==> src/rtl/mem_port_arb_pkg.sv <==
// mem_port_arb_pkg: shared width, state encoding and size codes for the memory port arbiter
package mem_port_arb_pkg;

    localparam int XLEN = 32;

    localparam logic [2:0] SIZE_WORD = 3'b010;

    typedef enum logic [1:0] {
        IDLE,
        BUSY_IF,
        BUSY_LSU
    } arb_state_t;

endpackage

==> src/rtl/mem_port_arb.sv <==
// mem_port_arb: single-outstanding arbiter of the core memory port between fetch and LSU
module mem_port_arb #(
    parameter int XLEN       = mem_port_arb_pkg::XLEN,
    parameter int STARVE_MAX = 4
) (
    input  logic            clk,
    input  logic            reset_n,
    input  logic            if_req_v_i,
    input  logic [XLEN-1:0] if_adr_i,
    output logic            if_gnt_o,
    output logic            if_rsp_v_o,
    output logic [XLEN-1:0] if_rsp_data_o,
    input  logic            lsu_req_v_i,
    input  logic [XLEN-1:0] lsu_adr_i,
    input  logic            lsu_is_store_i,
    input  logic [XLEN-1:0] lsu_store_data_i,
    input  logic [2:0]      lsu_access_size_i,
    output logic            lsu_gnt_o,
    output logic            lsu_rsp_v_o,
    output logic [XLEN-1:0] lsu_rsp_data_o,
    input  logic            flush_v_i,
    output logic            mem_req_v_o,
    output logic [XLEN-1:0] mem_adr_o,
    output logic            mem_we_o,
    output logic [XLEN-1:0] mem_wdata_o,
    output logic [2:0]      mem_size_o,
    input  logic            mem_req_rdy_i,
    input  logic            mem_rsp_v_i,
    input  logic [XLEN-1:0] mem_rsp_data_i,
    output logic            err_o
);

    import mem_port_arb_pkg::*;

    arb_state_t state;
    logic [3:0] starve_cnt;
    logic       discard_q;
    logic       store_q;
    logic       idle;
    logic       if_ok;
    logic       lsu_sel;
    logic       if_done;
    logic       lsu_done;

    // Selection, grants and the request mux; a flushed fetch never reaches the port
    always_comb begin
        idle        = state == IDLE;
        if_ok       = if_req_v_i & ~flush_v_i;
        lsu_sel     = lsu_req_v_i & ~(if_ok & (starve_cnt == 4'(STARVE_MAX)));
        mem_req_v_o = idle & (lsu_req_v_i | if_ok);
        lsu_gnt_o   = idle & lsu_sel & mem_req_rdy_i;
        if_gnt_o    = idle & ~lsu_sel & if_ok & mem_req_rdy_i;
        mem_adr_o   = lsu_sel ? lsu_adr_i : if_adr_i;
        mem_we_o    = lsu_sel & lsu_is_store_i;
        mem_wdata_o = lsu_sel ? lsu_store_data_i : '0;
        mem_size_o  = lsu_sel ? lsu_access_size_i : SIZE_WORD;
        if_done     = (state == BUSY_IF) & mem_rsp_v_i & ~discard_q & ~flush_v_i;
        lsu_done    = (state == BUSY_LSU) & mem_rsp_v_i;
    end

    // Transaction FSM, anti-starvation counter, registered responses and sticky error
    always_ff @(posedge clk or negedge reset_n) begin
        if (!reset_n) begin
            state          <= IDLE;
            starve_cnt     <= '0;
            discard_q      <= 1'b0;
            store_q        <= 1'b0;
            err_o          <= 1'b0;
            if_rsp_v_o     <= 1'b0;
            lsu_rsp_v_o    <= 1'b0;
            if_rsp_data_o  <= '0;
            lsu_rsp_data_o <= '0;
        end else begin
            err_o       <= err_o | (idle & mem_rsp_v_i);
            if_rsp_v_o  <= if_done;
            lsu_rsp_v_o <= lsu_done;
            if (if_done)
                if_rsp_data_o <= mem_rsp_data_i;
            if (lsu_done)
                lsu_rsp_data_o <= store_q ? '0 : mem_rsp_data_i;
            if (!if_req_v_i || if_gnt_o)
                starve_cnt <= '0;
            else if (lsu_gnt_o && starve_cnt != 4'(STARVE_MAX))
                starve_cnt <= starve_cnt + 4'd1;
            if (state == BUSY_IF)
                discard_q <= mem_rsp_v_i ? 1'b0 : (discard_q | flush_v_i);
            case (state)
                IDLE: begin
                    if (lsu_gnt_o) begin
                        state   <= BUSY_LSU;
                        store_q <= lsu_is_store_i;
                    end else if (if_gnt_o) begin
                        state <= BUSY_IF;
                    end
                end
                default: if (mem_rsp_v_i) state <= IDLE;
            endcase
        end
    end

endmodule
==> config.mk <==
export PLATFORM = sky130hd
export DESIGN_NAME = mem_port_arb
export DESIGN_NICKNAME = d
export VERILOG_FILES = /design/src/rtl/mem_port_arb_pkg.sv /design/src/rtl/mem_port_arb.sv
export SDC_FILE = /design/constraint.sdc
export NUM_CORES = 1
export LEC_CHECK = 0
export ABC_AREA = 0
export CELL_PAD_IN_SITES_DETAIL_PLACEMENT = 0
export CELL_PAD_IN_SITES_GLOBAL_PLACEMENT = 2
export CORE_UTILIZATION = 20
export DETAILED_ROUTE_END_ITERATION = 8
export PLACE_DENSITY = 0.82
export SETUP_SLACK_MARGIN = 0.05
export SLEW_MARGIN = 20
export SYNTH_ARGS = -nofsm -noshare
export SYNTH_HDL_FRONTEND = slang
export SYNTH_SLANG_ARGS = --single-unit
==> constraint.sdc <==
create_clock -name clk -period 2.1 [get_ports clk]
set_input_delay 0.42 -clock clk [delete_from_list [all_inputs] [get_ports clk]]
set_output_delay 0.42 -clock clk [all_outputs]
set_load 0.05 [all_outputs]
**After elaboration in Yosys (flattened, before gate mapping)**

Cells that the tools add are included.
W data, S select, Z words.

- Bits in registers: 75
- Input port bits: 139
- Output and inout port bits: 138
- Logic and storage cells: 56

- Add/subtract/negate cells: 1
- Eq/ne operators: 5
- Mux-type cells: 11
- Bitwise logic cells: 22
- Reduce and logical (&&, ||, !) cells: 8

Operators with widths:

| operator | number |
|---|---|
| $mux W32 | 3 |
| $and A1 B1 Y1 | 15 |
| $mux W2 | 4 |
| $mux W4 | 2 |
| $add A4 B1 Y4 const B | 1 |
| $eq A4 B3 Y1 const B | 1 |
| $ne A4 B3 Y1 const B | 1 |
| $not A1 Y1 | 4 |
| $reduce_and A2 Y1 | 2 |
| $reduce_bool A2 Y1 | 2 |
| $mux W3 | 1 |
| $ne A3 B3 Y1 const B | 1 |
| $or A1 B1 Y1 | 3 |
| $eq A2 B1 Y1 const B | 1 |
| $eq A2 B2 Y1 const B | 1 |
| $logic_not A2 Y1 | 1 |
| $logic_and A1 B1 Y1 | 1 |
| $logic_not A1 Y1 | 1 |
| $logic_or A1 B1 Y1 | 1 |
| $mux W1 | 1 |

**Longest topological paths before layout**

Gate-level depths: netlist (run 1).

- Depth after elaboration: 12
- Gate-level depth with buffers: 6
- Gate-level depth less buffers: 5

**Worst setup path before layout (run 1)**

No wires, ideal clock.

- Path kind: reg-to-output
- From: register state[1]
- To: output if_gnt_o
- Arrival: 2.079 ns
- Slack: -0.399 ns
- Cell stages (with the launch flop): 4
- Buffers on the path: 1
- Cell sequence: dfrtp_1 -> buf_6 -> or3b_2 -> nor3_1

- Longest elaborated chain between the ends: 4

Ends and longest elaborated chain:

| what | line | text |
|---|---|---|
| start: declaration | mem_port_arb.sv:35 | `arb_state_t state;` |
| start signal: assignment | mem_port_arb.sv:64 | `state <= IDLE;` |
| start signal: assignment | mem_port_arb.sv:90 | `state <= BUSY_LSU;` |
| start signal: assignment | mem_port_arb.sv:93 | `state <= BUSY_IF;` |
| $logic_not A2 Y1 | mem_port_arb.sv:47 | `idle = state == IDLE;` |
| $and A1 B1 Y1 (3 in series) | mem_port_arb.sv:52 | `if_gnt_o = idle & ~lsu_sel & if_ok & mem_req_rdy_i;` |
| end: declaration | mem_port_arb.sv:10 | `output logic if_gnt_o,` |

No other way between the ends.

**Worst setup path after layout (run 1)**

- From: register starve_cnt[0]
- To: output mem_adr_o[9]

- Longest elaborated chain between the ends: 5

Ends and longest elaborated chain:

| what | line | text |
|---|---|---|
| start: declaration | mem_port_arb.sv:36 | `logic [3:0] starve_cnt;` |
| start signal: assignment | mem_port_arb.sv:84 | `starve_cnt <= starve_cnt + 4'd1;` |
| $eq A4 B3 Y1 | mem_port_arb.sv:49 | `lsu_sel = lsu_req_v_i & ~(if_ok & (starve_cnt == 4'(STARVE_MAX)));` |
| $and A1 B1 Y1 | mem_port_arb.sv:49 |  |
| $not A1 Y1 | mem_port_arb.sv:49 |  |
| $and A1 B1 Y1 | mem_port_arb.sv:49 |  |
| $mux W32 | mem_port_arb.sv:53 | `mem_adr_o = lsu_sel ? lsu_adr_i : if_adr_i;` |
| end: declaration | mem_port_arb.sv:23 | `output logic [XLEN-1:0] mem_adr_o,` |

No other way between the ends.

==> results of run 1 <==
[power groups by stage]
stage | Clock (mW) | Sequential (mW) | Combinational [mW]
final | 1.49 | 2.09 | 3.93
after global routing | 1.61 | 2.15 | 4.11
after CTS | 1.54 | 2.10 | 3.94
after floorplan | 0 | 3.37 | 1.01
after global placement | 0 | 2.10 | 3.83
after detailed placement | 0 | 2.11 | 3.85
[cell families (layout without fill, tap and decap cells)]
kind of cell,after synthesis,after routing,synth area share (%)
mux,66,66,21.70
fa+ha+maj,2,2,0.6381
simple gates,126,126,18.57
flops,75,75,47.86
buf+inv,28,327,4.244
compound gates,48,48,6.988
[per-stage QoR]
step | area (um^2) | utilization [%] | setup slack, ns
global route | 8254 | 43.54 | -0.4434
floorplan | 4009 | - | 0.02394
global placement | 7615 | 40.17 | -0.2960
detailed placement | 7615 | 40.17 | -0.3700
CTS | 8148 | 42.98 | -0.3559
finish | 8254 | 43.54 | -0.3698
[sequential cells by signal, summed over array words and instances (netlist names)]
| name | flops |
|---|---|
| lsu_rsp_data_o | 32 |
| store_q | 1 |
| state | 2 |
| discard_q | 1 |
| err_o | 1 |
| lsu_rsp_v_o | 1 |
| if_rsp_v_o | 1 |
| starve_cnt | 4 |
| if_rsp_data_o | 32 |
[layout make-up]
class	instances	area [um^2]
clock buffers	11	252.7
clock inverters	5	37.54
fillers	1773	10700
inverters	7	26.28
multi-input cells	242	2072
flip-flops and latches	75	1877
well taps	260	325.3
repair buffers	304	3664
[synth_stat cells, types with 2 or more instances]
cell type  instances  share of area (%)
a21oi_1            4               0.51
nand2b_1          34                5.4
inv_1              7               0.67
and2_1            35                5.6
buf_2              4               0.51
nor2_1             3               0.29
clkbuf_1           8               0.77
nand2_1           37                3.5
nand3_1            4               0.51
o22ai_1            5               0.80
mux2_4            29                 11
ha_1               2               0.64
mux2_2            35                 10
buf_6              7                2.0
nor2b_1            2               0.32
o21ai_0           33                4.2
dfrtp_1           75                 48
[final timing paths]
| kind | start | to | slack (ns) | depth (start not counted) |
|---|---|---|---|---|
| min reg2reg | lsu_rsp_data_o[12] | lsu_rsp_data_o[12] | 0.48 | 2 |
| max in group asynchronous | reset_n | lsu_rsp_data_o[29] | 1.41 | 2 |
| min in group clk | lsu_rsp_data_o[12] | lsu_rsp_data_o[12] | 0.48 | 2 |
| max | starve_cnt[0] | mem_adr_o[9] | -0.37 | 8 |
| min | reset_n | if_rsp_data_o[24] | 0.08 | 1 |
| max reg2reg | state[0] | if_rsp_data_o[31] | 0.50 | 5 |
[metal layers]
| metal | vias to the layer above | GRT usage [%] |
|---|---|---|
| li1 | 1755 | - |
| met1 | 1765 | 16.87 |
| met2 | 144 | 23.22 |
| met3 | 9 | 4.240 |
| met4 | 0 | 4.301 |
| met5 | - | 0 |
[timing repair]
item,in CTS,in global routing
buffers inserted,2,2
hold buffers,0,0
gates cloned,2,2
endpoints found under the setup margin,71,70
gates resized for setup,62,12
pin swaps,3,3
==> metrics.txt, run 1 <==
first-pass GRT wire length=21510 um; Diodes inserted=0; core area=18960 um^2; CP dominant cell by count=buf_6; Net Sw Frac=42.02%; met3 WL=961 um; flops & latches, synth=75; Fin. Hold Viols=0; Slew HR=40.00%; final slew viol count=0; commonest non-fill, non-tap cell in the layout=clkdlybuf4s50_1; final setup margin=-0.3698 ns; Power Internal=4.354 mW; status=finished, violations left; Comb power frac=52.4%; Synth Cell Area=3921 um^2; sequential share of the synthesized area=47.86%; Post-synth EDFFs=0; Top FF cell, synth=dfrtp_1; min-delay worst type=in -> async; DR pass1 iterations=4; Data required, critical path=1.68 ns; Max rail drop VDD=0.0003182 V; number of core rows=50; Routed Antenna Nets=0; Seq pwr share=27.8%; crit path cell chain=inv_2 -> ha_4 -> nand3b_4 -> o21ai_4 -> buf_6 -> clkbuf_16 -> mux2_2 -> buf_6; clock power share=19.8%; largest net degree at the start of global routing=66; wire length on met2=7124 um; hold slack=0.07530 ns; Max clock buf depth=2; CP max-delay cell=dfrtp_1; RD Place Congestion=0.7615; synthesis-to-layout area growth=110.5%; Synth Net Count=486; CP top delay family=buffers and inverters; Netlist cell types=38; failing checks=negative setup slack; CTS root buf=clkbuf_16; fin crit share=117.6%; setup TNS=-20.84 ns; Worst setup EP type=output pin; I/O Pins=277; Buf/Inv on CP=4; Worst-Margin Slew=0.9000 ns; share of cells above drive strength 1=35.71%; most frequent cells in the layout=200 x clkdlybuf4s50_1, 75 x dfrtp_1, 55 x buf_12; total power=7.510 mW; antenna violations before repair=0; Initial Util=20.69%; total gr overflow=0; Crit Path Class=reg -> out; Max-cap violations=0; H-tree depth=3; CTS sink count=75; Tmin final=2.470 ns; synth warn=0; CTS tree=done; vias in the first global route=3929; total CTS buffers=9; CP arrival=2.05 ns; final setup violation count=68; Crit Path Max Fanout=8; Worst-path clk slew=0.06 ns; post-route insts no fill=904; via/cell ratio=4.063; hpwl dp=10710 um; fmax=404.9 MHz; Final nets=780; die area=20170 um^2; Clock Latency Late Sink=0.33 ns; M1 WL=5823 um; Post-synth ARST share=100.0%; DRT Wirelength=14060 um; die width=142.0 um; chip height=142.0 um; via count=3673; Critical Path Max Stage Delay=0.39 ns; PD cells=909.9 nW/um^2; PortBufs=276; drt first-iter violations=112; Fin Clk Skew=0.006335 ns; Gate Count Post-Synth=345; WL/cell=15.55 um; Psw=3.156 mW; leakage=3.675 nW; DR DRC count=0; critical path startpoint category=register; gr usage total=13.84%; Inst Count DP=880; top layer in use=met4; RSZ-0062 raised after global routing=true; Avg Inst Size Synth=11.37 um^2
Note: power is estimated with default switching activity, not from simulation.
==> inputs of run 2 (changes only) <==
--- a/config.mk
+++ b/config.mk
@@ -12,6 +12,7 @@
 export DETAILED_ROUTE_END_ITERATION = 8
 export PLACE_DENSITY = 0.82
 export SETUP_SLACK_MARGIN = 0.05
+export SKIP_CTS_REPAIR_TIMING = 1
 export SLEW_MARGIN = 20
 export SYNTH_ARGS = -nofsm -noshare
 export SYNTH_HDL_FRONTEND = slang
==> run 2 against run 1 <==
  * The flow still finishes with violations (negative setup slack)
  * Critical endpoint is now mem_adr_o[3]
  * Wire length increased by 0.80%
  * Critical path depth unchanged
  * Register-to-register slack about the same
  * Sequential share of layout area about the same
  * Clock skew about the same
  * Largest power group unchanged
  * Combinational power about the same
  * Non-clock buffer count decreased by 3
  * Global-route usage decreased by 0.45 points
==> metrics.txt, run 2 (synthesized netlist as in run 1, its figures left out) <==
Clock Latency Late Sink=0.33 ns; Routed Antenna Nets=0; drt first-iter violations=119; Worst-Margin Slew=0.9021 ns; antenna violations before repair=0; WL/cell=15.73 um; CP max-delay cell=dfrtp_1; final setup violation count=68; Diodes inserted=0; Largest regs=if_rsp_data_o: 32 flops, lsu_rsp_data_o: 32 flops, starve_cnt: 4 flops; Max clock buf depth=2; Fin. Hold Viols=0; post-route insts no fill=901; Max-cap violations=0; hpwl dp=10710 um; DR DRC count=0; Multi-input gate area=2076 um^2; Crit Path Class=reg -> out; Crit Path Max Fanout=9; Max rail drop VDD=0.0003181 V; die width=142.0 um; final setup margin=-0.3182 ns; Seq pwr share=27.8%; DRT Wirelength=14170 um; core area=18960 um^2; synthesis-to-layout area growth=110.8%; CP arrival=2.00 ns; total gr overflow=0; Psw=3.152 mW; min-delay worst type=in -> async; Fin Clk Skew=0.006476 ns; fmax=413.5 MHz; status=finished, violations left; CP dominant cell by count=buf_12; via count=3673; Critical Path Max Stage Delay=0.40 ns; RSZ-0062 raised after global routing=true; chip height=142.0 um; final core occ=43.60%; Net Sw Frac=41.98%; PD cells=908.4 nW/um^2; H-tree depth=3; Initial Util=20.69%; Final nets=777; critical path startpoint category=register; Comb power frac=52.4%; via/cell ratio=4.077; CTS root buf=clkbuf_16; Inst Count DP=880; post-route cell area=8264 um^2; Tmin final=2.418 ns; I/O Pins=277; largest net degree at the start of global routing=66; fin crit share=115.2%; DR pass1 iterations=4; Data required, critical path=1.68 ns; commonest non-fill, non-tap cell in the layout=clkdlybuf4s50_1; number of core rows=50; share of cells above drive strength 1=35.41%; CTS tree=done; # fillers=1779; Worst setup EP type=output pin; failing checks=negative setup slack; CTS sink count=75; RD Place Congestion=0.7615; clock power share=19.8%; register area=1877 um^2; Worst-path clk slew=0.06 ns; placed cell areas=7615 um^2; die area=20170 um^2; final slew viol count=0; crit path cell chain=inv_2 -> ha_4 -> nand3b_4 -> o21ai_4 -> buf_12 -> buf_12 -> mux2_2 -> buf_6; Power Internal=4.356 mW; most frequent cells in the layout=201 x clkdlybuf4s50_1, 75 x dfrtp_1, 56 x mux2_4, 56 x buf_12, 37 x nand2_1; Slew HR=39.86%; vias in the first global route=3891; PortBufs=276; leakage=3.694 nW; gr usage total=13.39%; first-pass GRT wire length=20900 um; total CTS buffers=9
==> run 2: path summary, 6_finish.rpt <==
check | depth (start not counted) | from | slack [ns] | endpoint
min in group clk | 2 | lsu_rsp_data_o[12] | 0.48 | lsu_rsp_data_o[12]
worst max-delay path | 8 | starve_cnt[1] | -0.32 | mem_adr_o[3]
worst min register to register | 2 | lsu_rsp_data_o[12] | 0.48 | lsu_rsp_data_o[12]
worst min-delay path | 1 | reset_n | 0.09 | if_rsp_data_o[24]
max in group asynchronous | 2 | reset_n | 1.42 | lsu_rsp_data_o[29]
worst max register to register | 5 | state[0] | 0.50 | if_rsp_data_o[31]
==> run 2: metrics by stage <==
stage                     total power [mW]  setup TNS (ns)  worst slack, ns  hold WS [ns]
after floorplan                      4.380               0          0.02394        0.1244
after global placement               5.931          -16.78          -0.2960        0.4393
after detailed placement             5.966          -20.58          -0.3700        0.4608
after CTS                            7.498          -27.97          -0.4759       0.09423
after global routing                 7.865          -24.10          -0.3871        0.1109
final                                7.507          -19.42          -0.3182       0.08874
==> run 2: per-layer routing <==
metal	vias up	track usage [%]	part of all wire, %
met1	1773	16.16	41
li1	1747	-	-
met5	-	0	0
met4	0	4.358	0.98
met2	144	22.47	51
met3	9	4.240	6.8
==> run 2: final cells by class <==
type | count | share of cell area, %
timing repair buffer | 301 | 44.41
clock inverter | 5 | 0.4542
clock buffer | 11 | 3.058
inverter | 7 | 0.3179
sequential | 75 | 22.71
tap | 260 | 3.936
multi-input combinational | 242 | 25.12
==> run 2: critical path, delay by kind of cell, from the launching register on <==
kind	cells	cell delay, ns
buffers and inverters	4	0.52
AO/OA/AOI/OAI	1	0.15
AND/OR/NAND/NOR	1	0.09
flip-flops	1	0.40
multiplexers	1	0.36
adder cells (fa/ha/maj)	1	0.15
==> run 2: power groups by stage <==
| stage | logic [mW] | registers, mW | clock network (mW) |
|---|---|---|---|
| global route | 4.11 | 2.15 | 1.61 |
| global placement | 3.83 | 2.10 | 0 |
| detailed placement | 3.85 | 2.11 | 0 |
| floorplan | 1.01 | 3.37 | 0 |
| finish | 3.94 | 2.09 | 1.49 |
| CTS | 3.86 | 2.10 | 1.54 |
